[config.mk]
export PLATFORM = sky130hd
export DESIGN_NAME = fifo_stream_reader_flat
export DESIGN_NICKNAME = d
export VERILOG_FILES = /design/src/rtl/fifo_stream_reader_pkg.sv /design/src/rtl/fifo_stream_reader_if.sv /design/src/rtl/fifo_stream_reader_skid_buffer.sv /design/src/rtl/fifo_stream_reader.sv /design/src/flat_wrapper.sv
export SDC_FILE = /design/constraint.sdc
export NUM_CORES = 1
export LEC_CHECK = 0
export ABC_AREA = 1
export CORE_MARGIN = 1
export CORE_UTILIZATION = 55
export CTS_BUF_LIST = sky130_fd_sc_hd__clkbuf_16
export DETAILED_ROUTE_END_ITERATION = 12
export PLACE_DENSITY_LB_ADDON = 0.12
export SLEW_MARGIN = 10
export SYNTH_ARGS = -nofsm -noshare
export SYNTH_HDL_FRONTEND = slang
export SYNTH_SLANG_ARGS = --single-unit
export TNS_END_PERCENT = 50
[constraint.sdc]
create_clock -name clk -period 4.6 [get_ports clk]
set_input_delay 0.92 -clock clk [delete_from_list [all_inputs] [get_ports clk]]
set_output_delay 0.92 -clock clk [all_outputs]
set_load 0.05 [all_outputs]
[src/rtl/fifo_stream_reader_pkg.sv]
// Shared constants and the FSM state type for the FIFO stream reader.
package fifo_stream_reader_pkg;

  localparam int DEFAULT_DATA_WIDTH = 8;
  localparam int DEFAULT_CNT_WIDTH  = 16;

  localparam logic [1:0] ST_IDLE  = 2'd0;
  localparam logic [1:0] ST_RUN   = 2'd1;
  localparam logic [1:0] ST_DRAIN = 2'd2;
  localparam logic [1:0] ST_DONE  = 2'd3;

  typedef enum logic [1:0] {
    S_IDLE  = ST_IDLE,
    S_RUN   = ST_RUN,
    S_DRAIN = ST_DRAIN,
    S_DONE  = ST_DONE
  } state_t;

endpackage

[src/rtl/fifo_stream_reader_if.sv]
// FIFO read port plus output stream, bundled for the reader and its environment.
//
// Handshake: the stream word moves on every rising edge where m_valid and
// m_ready are both 1; while m_valid is 1 and m_ready is 0, m_data and m_last
// hold. fifo_next_read discards the FIFO head word on the same edge and is
// never raised while fifo_empty is 1.
interface fifo_stream_reader_if
  import fifo_stream_reader_pkg::*;
#(
  parameter int DATA_WIDTH = DEFAULT_DATA_WIDTH
) ();

  logic [DATA_WIDTH-1:0] fifo_data;
  logic                  fifo_empty;
  logic                  fifo_next_read;
  logic [DATA_WIDTH-1:0] m_data;
  logic                  m_valid;
  logic                  m_last;
  logic                  m_ready;

  // The reader: pops the FIFO and sources the stream.
  modport master (
    input  fifo_data, fifo_empty, m_ready,
    output fifo_next_read, m_data, m_valid, m_last
  );

  // The environment: FIFO plus downstream consumer.
  modport slave (
    output fifo_data, fifo_empty, m_ready,
    input  fifo_next_read, m_data, m_valid, m_last
  );

endinterface

[src/rtl/fifo_stream_reader_skid_buffer.sv]
// Two-entry registered output stage (main + skid) keeping words in order.
// The main entry drives the outputs; the skid entry catches the single word
// that can be in flight when the consumer stalls. slot_free is the input ready:
// a word may be pushed only while the skid entry is empty.
module stream_skid_buffer #(
  parameter int WIDTH = 9
) (
  input  logic             clk,
  input  logic             rst,
  input  logic             in_valid,
  input  logic [WIDTH-1:0] in_data,
  output logic             slot_free,
  output logic             out_valid,
  input  logic             out_ready,
  output logic [WIDTH-1:0] out_data
);

  logic [WIDTH-1:0] main_q, main_d;
  logic [WIDTH-1:0] skid_q, skid_d;
  logic             main_v_q, main_v_d;
  logic             skid_v_q, skid_v_d;
  logic             out_fire;

  assign out_fire  = main_v_q & out_ready;
  assign slot_free = ~skid_v_q;
  assign out_valid = main_v_q;
  assign out_data  = main_q;

  // Next-state: refill main from skid first, else from the input; park the input in skid when main is stuck.
  always_comb begin
    main_d   = main_q;
    main_v_d = main_v_q;
    skid_d   = skid_q;
    skid_v_d = skid_v_q;
    if (skid_v_q) begin
      if (out_fire) begin
        main_d   = skid_q;
        skid_v_d = 1'b0;
      end
    end else if (in_valid) begin
      if (!main_v_q || out_fire) begin
        main_d   = in_data;
        main_v_d = 1'b1;
      end else begin
        skid_d   = in_data;
        skid_v_d = 1'b1;
      end
    end else if (out_fire) begin
      main_v_d = 1'b0;
    end
  end

  // Storage registers; reset empties both entries and clears the visible data.
  always_ff @(posedge clk) begin
    if (rst) begin
      main_q   <= '0;
      main_v_q <= 1'b0;
      skid_q   <= '0;
      skid_v_q <= 1'b0;
    end else begin
      main_q   <= main_d;
      main_v_q <= main_v_d;
      skid_q   <= skid_d;
      skid_v_q <= skid_v_d;
    end
  end

endmodule

[src/rtl/fifo_stream_reader.sv]
// Drains a FIFO into a framed valid/ready stream: start + num_words launches a
// transfer, m_last tags its final word. The pop only looks at registered state
// and fifo_empty, so m_ready never reaches fifo_next_read combinationally.
module fifo_stream_reader
  import fifo_stream_reader_pkg::*;
#(
  parameter int DATA_WIDTH = DEFAULT_DATA_WIDTH,
  parameter int CNT_WIDTH  = DEFAULT_CNT_WIDTH
) (
  input  logic                 clk,
  input  logic                 rst,
  input  logic                 start,
  input  logic [CNT_WIDTH-1:0] num_words,
  output logic                 busy,
  output logic                 done,
  output state_t               dbg_state,
  fifo_stream_reader_if.master bus
);

  state_t               state_q, state_d;
  logic [CNT_WIDTH-1:0] remaining_q, remaining_d;
  logic                 slot_free;
  logic                 pop;
  logic                 pop_last;
  logic                 out_valid;
  logic [DATA_WIDTH:0]  out_word;

  // A pop needs a running transfer, a head word, words left to move and room in the skid entry.
  assign pop      = (state_q == S_RUN) & ~bus.fifo_empty &
                    (remaining_q != '0) & slot_free;
  assign pop_last = (remaining_q == CNT_WIDTH'(1));

  assign bus.fifo_next_read = pop;
  assign bus.m_valid        = out_valid;
  assign {bus.m_last, bus.m_data} = out_word;

  assign busy      = (state_q != S_IDLE);
  assign done      = (state_q == S_DONE);
  assign dbg_state = state_q;

  stream_skid_buffer #(
    .WIDTH (DATA_WIDTH + 1)
  ) u_skid (
    .clk       (clk),
    .rst       (rst),
    .in_valid  (pop),
    .in_data   ({pop_last, bus.fifo_data}),
    .slot_free (slot_free),
    .out_valid (out_valid),
    .out_ready (bus.m_ready),
    .out_data  (out_word)
  );

  // Next-state and word counter: count down on each pop, leave RUN on the last pop, finish on the last handshake.
  always_comb begin
    state_d     = state_q;
    remaining_d = remaining_q;
    case (state_q)
      S_IDLE: begin
        if (start) begin
          if (num_words != '0) begin
            state_d     = S_RUN;
            remaining_d = num_words;
          end else begin
            state_d = S_DONE;
          end
        end
      end
      S_RUN: begin
        if (pop) begin
          remaining_d = remaining_q - CNT_WIDTH'(1);
          if (pop_last) state_d = S_DRAIN;
        end
      end
      S_DRAIN: begin
        // The last-tagged word is the youngest in the buffer, so its handshake empties it.
        if (out_valid && bus.m_ready && bus.m_last) state_d = S_DONE;
      end
      S_DONE: state_d = S_IDLE;
      default: state_d = S_IDLE;
    endcase
  end

  // State and counter registers.
  always_ff @(posedge clk) begin
    if (rst) begin
      state_q     <= S_IDLE;
      remaining_q <= '0;
    end else begin
      state_q     <= state_d;
      remaining_q <= remaining_d;
    end
  end

endmodule

[src/flat_wrapper.sv]
// flat-port wrapper written by rule: the top's interface ports become plain ports
module fifo_stream_reader_flat import fifo_stream_reader_pkg::*;
#(
  parameter int DATA_WIDTH = DEFAULT_DATA_WIDTH,
  parameter int CNT_WIDTH  = DEFAULT_CNT_WIDTH
)
  (clk, rst, start, num_words, busy, done, dbg_state, bus_fifo_data, bus_fifo_empty, bus_m_ready, bus_fifo_next_read, bus_m_data, bus_m_valid, bus_m_last);
  fifo_stream_reader_if #(.DATA_WIDTH(DATA_WIDTH)) bus_i ();
  input  logic clk;
  input  logic rst;
  input  logic start;
  input  logic [CNT_WIDTH-1:0] num_words;
  output logic busy;
  output logic done;
  output state_t dbg_state;
  input wire logic [$bits(bus_i.fifo_data)-1:0] bus_fifo_data;
  input wire logic [$bits(bus_i.fifo_empty)-1:0] bus_fifo_empty;
  input wire logic [$bits(bus_i.m_ready)-1:0] bus_m_ready;
  output wire logic [$bits(bus_i.fifo_next_read)-1:0] bus_fifo_next_read;
  output wire logic [$bits(bus_i.m_data)-1:0] bus_m_data;
  output wire logic [$bits(bus_i.m_valid)-1:0] bus_m_valid;
  output wire logic [$bits(bus_i.m_last)-1:0] bus_m_last;
  assign bus_i.fifo_data = bus_fifo_data;
  assign bus_i.fifo_empty = bus_fifo_empty;
  assign bus_i.m_ready = bus_m_ready;
  assign bus_fifo_next_read = bus_i.fifo_next_read;
  assign bus_m_data = bus_i.m_data;
  assign bus_m_valid = bus_i.m_valid;
  assign bus_m_last = bus_i.m_last;
  fifo_stream_reader #(.DATA_WIDTH(DATA_WIDTH), .CNT_WIDTH(CNT_WIDTH)) u_core (.clk(clk), .rst(rst), .start(start), .num_words(num_words), .busy(busy), .done(done), .dbg_state(dbg_state), .bus(bus_i));
endmodule
==> results_dict.tcl, run 1 <==
set metrics [dict create \
    synthAdderAreaFrac_pct 3.24 \
    syn_nets 408 \
    postCtsSetupBuffers 0 \
    crit_required_ns 3.68 \
    final_cell_mix "117 x nand2_1, 65 x nor2_1, 43 x clkdlybuf4s50_1" \
    critPathSlowestCell "clkdlybuf4s50_1" \
    finalCritPeriodShare_pct 76.2 \
    worstSetupPathType "input pin to output port" \
    synth_simple_gate_area_share_pct 40.4 \
    worstSkewPairLatency_ns 0.28 \
    maxCapViolCount 0 \
    synthToLayoutAreaGrowth_pct 25.5 \
    ioPinCount 44 \
    die_area_sq_um 4470 \
    crit_arrival_ns 2.59 \
    worst_setup_path_end_kind "output port" \
    finalWirelength_mm 5.38 \
    crit_fanout 4 \
    fin_setup_tns_ns 0 \
    drv_slew 0 \
    finalHoldViolations 0 \
    grt_max_degree 31 \
    crit_top_cell "clkdlybuf4s50_1" \
    status "finished, final reports clean" \
    rsz0062_at_grt "false" \
    antenna_found_initial 0 \
    power.total_w 0.00201 \
    drc_errors 0 \
    synth_xor_xnor_area_share_pct 1.89 \
    cts_tree "done" \
    ir_worst_vdd_mv 0.377 \
    finalWeightedCongestion 0.848 \
    max_stage_delay_ns 0.79 \
    stdcell_count 462 \
    io_buffers 43 \
    finalNetCount 446 \
    hold_path_class "flip-flop to flip-flop" \
    hpwl_mm 3.79 \
    clock-sinks 38 \
    drtIter0Drc 157 \
    cts_max_level 2 \
    finish.utilization_pct 72.1 \
    min_period_ns 3.51 \
    diodes 0 \
    relSlewSlack_pct 46.2 \
    powerDensity_nw_per_um2 690 \
    yosysTopAreaCell "dfxtp_1" \
    grt_pass1_vias 1987 \
    grt_usage_pct 25.5 \
    finalHoldWorstSlack_ns 0.464 \
    synth_top_family_by_area "simple AND/OR/NAND/NOR gates" \
    ys_seq_elements 38 \
    grt-ovfl-total 0 \
    vias 2353 \
    initial_utilization_pct 57.5 \
    synth_cells 373 \
    drive_gt1_share_pct 5.83 \
    synth_compound_area_share_pct 11.7 \
    ant_nets 0 \
    skew_ns 0.00256 \
    postCtsHoldBufs 0 \
    setup_violations 0 \
    cp_top_family "buffers and inverters" \
    ys.warnings.count 0 \
    fp-row-count 23 \
    synth_top_area_share_pct 32.8 \
    netlist_area_sq_um 2320 \
    startpoint_type "input pin" \
    post_cts_resized 0 \
    wl_per_cell_um 11.6 \
    path_buf_inv 3 \
    clock_path_buffers 2 \
    power.leakage_nw 1.33 \
    route.detailed.vias_per_inst 5.09 \
    final_common_cell "nand2_1" \
    root_buffer "clkbuf_16" \
    grt_pass1_wl_mm 8.61 \
    yosys.cell_types.count 30 \
    muxShareOfSynthArea_pct 0.486 \
    core_sq_um 4030 \
    fp.dieW_um 66.9 \
    cts_made_buffers 5 \
    dieHeight_um 66.9 \
    placed_cells 454 \
    worst_slew_pin_slew_ns 0.802 \
    crit_chain "clkdlybuf4s50_1, nor3_2, nand2_4, inv_1, clkdlybuf4s50_1" \
    fmax_mhz 285 \
    dr.pass1.iters 5 \
    yosys-top-cells-area "dfxtp_1 33%, nand2_1 19%, nor2_1 11%, inv_1 5.7%, o21ai_0 5.4%" \
    path_clk_slew_ns 0.06 \
    yosysSeqAreaShare_pct 32.8 \
    syn_avg_cell_area_sq_um 6.21 \
]
-- sequential cells by signal (all words and copies together) (netlist names) --
name,flops
u_core.u_skid.skid_q,9
u_core.u_skid.out_data,9
u_core.u_skid.out_valid,1
u_core.remaining_q,16
u_core.u_skid.skid_v_q,1
u_core.dbg_state,2
-- worst min-delay path: cells and delay by family (launching register included) --
kind	cells	cell delay, ns
DFF	1	0.31
and+or+nand+nor	1	0.06
AOI/OAI and AO/OA	1	0.05
-- routing by layer --
layer	GRT usage (%)	wire, um
met1	30.3	2300
met2	45.7	2780
met3	6.16	254
met4	5.59	42
met5	0	0
-- cells in the mapped netlist --
master      n
xnor2_1     1
nand3_1    22
buf_2       1
inv_1      35
clkbuf_1    8
nor3_2      1
nor2_2      3
nor2_1     65
a31oi_1     1
nand2_1   117
nand2_2     3
nor2_4      2
o21ai_0    25
o21a_1      1
mux2_2      1
dfxtp_1    38
buf_8       1
clkinv_1    1
xor2_1      4
nand4_1     4
buf_4       1
buf_6       2
a21oi_2     2
ha_1        6
nand3_4     1
o21ai_1     2
nand2_4     2
and2_1      1
a21oi_1    21
buf_1       1
-- logic make-up after synthesis --
logic type	count (synthesis)
buffers and inverters	50
AOI/OAI and AO/OA	52
adders and majority gates	6
and+or+nand+nor	221
xor gates and xnor gates	5
muxes	1
DFF	38
-- cell type report --
| cell class | count | area, sq um |
|---|---|---|
| timing repair buffer | 45 | 445 |
| inverter | 36 | 135 |
| sequential | 38 | 761 |
| fill | 360 | 1120 |
| clock inverter | 3 | 41.3 |
| clock buffer | 5 | 125 |
| multi-input combinational | 285 | 1340 |
| tap | 50 | 62.6 |
-- worst paths after layout --
path	from	to	slack [ns]	depth (start not counted)
max	bus_fifo_empty	bus_fifo_next_read	1.09	5
min	u_core.u_skid.out_data[3]$_SDFFE_PP0P_	u_core.u_skid.out_data[3]$_SDFFE_PP0P_	0.46	2
min reg2reg	u_core.u_skid.out_data[3]$_SDFFE_PP0P_	u_core.u_skid.out_data[3]$_SDFFE_PP0P_	0.46	2
max reg2reg	u_core.dbg_state[1]$_SDFFE_PP0P_	u_core.u_skid.out_data[8]$_SDFFE_PP0P_	2.32	11
-- stage by stage --
step | instance area (sq um) | setup slack [ns]
after floorplan | 2320 | 1.95
after global placement | 2740 | 1.11
after detailed placement | 2740 | 1.09
after CTS | 2910 | 1.08
after global routing | 2910 | 0.955
final | 2910 | 1.09
-- where the power goes --
part | internal (W) | total [W] | switching, W
Clock | 0.000254 | 0.000389 | 0.000135
Combinational | 0.000384 | 0.00112 | 0.000736
Sequential | 0.000419 | 0.000498 | 0.0000794
Note: power is estimated with default switching activity, not from simulation.
==> run 2, diff against run 1 <==
--- a/config.mk
+++ b/config.mk
@@ -7,7 +7,7 @@
 export LEC_CHECK = 0
 export ABC_AREA = 1
 export CORE_MARGIN = 1
-export CORE_UTILIZATION = 55
+export CORE_UTILIZATION = 52
 export CTS_BUF_LIST = sky130_fd_sc_hd__clkbuf_16
 export DETAILED_ROUTE_END_ITERATION = 12
 export PLACE_DENSITY_LB_ADDON = 0.12
==> constraint.sdc (replaced) <==
create_clock -name clk -period 3.3 [get_ports clk]
set_input_delay 0.66 -clock clk [delete_from_list [all_inputs] [get_ports clk]]
set_output_delay 0.66 -clock clk [all_outputs]
set_load 0.05 [all_outputs]
==> run 2 against run 1 <==
Against the previous run: flip-flop and latch count unchanged; final cell count is 0.43% higher; die area is 5.6% higher; critical path type is now flip-flop to output port; largest cell class unchanged.
==> results_dict.tcl, run 2 (synthesis results as in run 1) <==
set metrics [dict create \
    hold_path_class "flip-flop to flip-flop" \
    drc_errors 0 \
    core_sq_um 4140 \
    worst-r2r-cell-count 10 \
    finalHoldWorstSlack_ns 0.466 \
    drive_gt1_share_pct 6.52 \
    cts_made_buffers 5 \
    top_register "u_core.remaining_q" \
    io_buffers 43 \
    finalCritPeriodShare_pct 79.0 \
    skew_ns 0.00465 \
    ioPinCount 44 \
    setup_violations 0 \
    fmax_mhz 383 \
    worst_setup_path_end_kind "output port" \
    clock_path_buffers 2 \
    postCtsSetupBuffers 0 \
    cts_tree "done" \
    path_clk_slew_ns 0.06 \
    worstSkewPairLatency_ns 0.28 \
    finalWirelength_mm 5.53 \
    startpoint_type "flip-flop" \
    root_buffer "clkbuf_16" \
    min_period_ns 2.61 \
    finish.utilization_pct 70.1 \
    diodes 0 \
    fp.dieW_um 68.7 \
    min_path_cells 2 \
    wl_per_cell_um 11.9 \
    crit_required_ns 2.64 \
    grt_usage_pct 25.8 \
    largest_reg_flops 16 \
    power.leakage_nw 1.33 \
    critPathSlowestCell "clkdlybuf4s50_1" \
    final_common_cell "nand2_1" \
    worstSetupPathType "flip-flop to output port" \
    grt_pass1_wl_mm 8.94 \
    cts_max_level 2 \
    initial_utilization_pct 55.9 \
    relSlewSlack_pct 59.0 \
    powerDensity_nw_per_um2 944 \
    dr.pass1.iters 4 \
    crit_arrival_ns 1.95 \
    ir_worst_vdd_mv 0.458 \
    max_stage_delay_ns 0.81 \
    drv_slew 0 \
    die_area_sq_um 4720 \
    clock-sinks 38 \
    ant_nets 0 \
    hpwl_mm 3.87 \
    finalNetCount 448 \
    antenna_found_initial 0 \
    worst_slew_pin_slew_ns 0.615 \
    crit_chain "inv_1, ha_1, inv_1, clkdlybuf4s50_1" \
    drtIter0Drc 100 \
    dieHeight_um 68.7 \
    grt_max_degree 31 \
    grt_pass1_vias 2111 \
    status "finished, final reports clean" \
    grt-ovfl-total 0 \
    crit_fanout 5 \
    synthToLayoutAreaGrowth_pct 25.5 \
    fp-row-count 23 \
    vias 2341 \
    finalWeightedCongestion 0.871 \
    rsz0062_at_grt "false" \
    postCtsHoldBufs 0 \
    fin_setup_tns_ns 0 \
    crit_top_cell "inv_1" \
    finalHoldViolations 0 \
    maxCapViolCount 0 \
    route.detailed.vias_per_inst 5.05 \
    post_cts_resized 0 \
    final_cell_mix "117 x nand2_1, 65 x nor2_1, 42 x clkdlybuf4s50_1" \
]
==> run 2: cell types whose count changed in the layout (fill, tap and decap cells not counted), sizes merged <==
cell and change:
inv -1, bufinv -1, buf +3, clkdlybuf4s50 -1
clkinv +2
==> run 2: path summary, 6_finish.rpt <==
kind | startpoint | end | slack [ns]
max | u_core.dbg_state[0]$_SDFFE_PP0P_ | busy | 0.69
min | u_core.u_skid.out_data[3]$_SDFFE_PP0P_ | u_core.u_skid.out_data[3]$_SDFFE_PP0P_ | 0.47
max reg2reg | u_core.dbg_state[1]$_SDFFE_PP0P_ | u_core.u_skid.out_data[8]$_SDFFE_PP0P_ | 1.22
min reg2reg | u_core.u_skid.out_data[3]$_SDFFE_PP0P_ | u_core.u_skid.out_data[3]$_SDFFE_PP0P_ | 0.47
==> run 2: metal layers <==
layer,up-vias,wire length (um),track usage (%)
met2,58,2730,47.8
met4,0,93,11.0
li1,1253,-,-
met1,1019,2450,28.7
met3,11,255,4.28
met5,-,0,0
==> run 2: cell type report <==
cell class	instances	area, sq um
clock inverter	3	16.3
clock buffer	5	125
inverter	36	135
multi-input combinational	285	1340
sequential	38	761
fill	352	1240
tap	50	62.6
timing repair buffer	47	470
==> run 2: metrics by stage <==
stage          cells  cell area (sq um)  power [W]  setup slack (ns)
5_1_grt          464               2910    0.00299             0.612
3_3_place_gp     456               2770    0.00224             0.981
2_1_floorplan    373               2320    0.00197             0.908
3_5_place_dp     456               2770    0.00227             0.968
6_report         464               2910    0.00274             0.692
4_1_cts          464               2910    0.00275             0.671
==> run 2: power by group <==
group	switching, W	total [W]	internal [W]
sequential	0.000110	0.000694	0.000584
clock	0.000190	0.000466	0.000276
combinational	0.00104	0.00158	0.000545
==> run 2: critical path, delay by kind of cell (launching register included) <==
| family | cells | cell delay (ns) |
|---|---|---|
| adder cells (fa/ha/maj) | 1 | 0.27 |
| buffers and inverters | 3 | 1.01 |
| flip-flops | 1 | 0.39 |
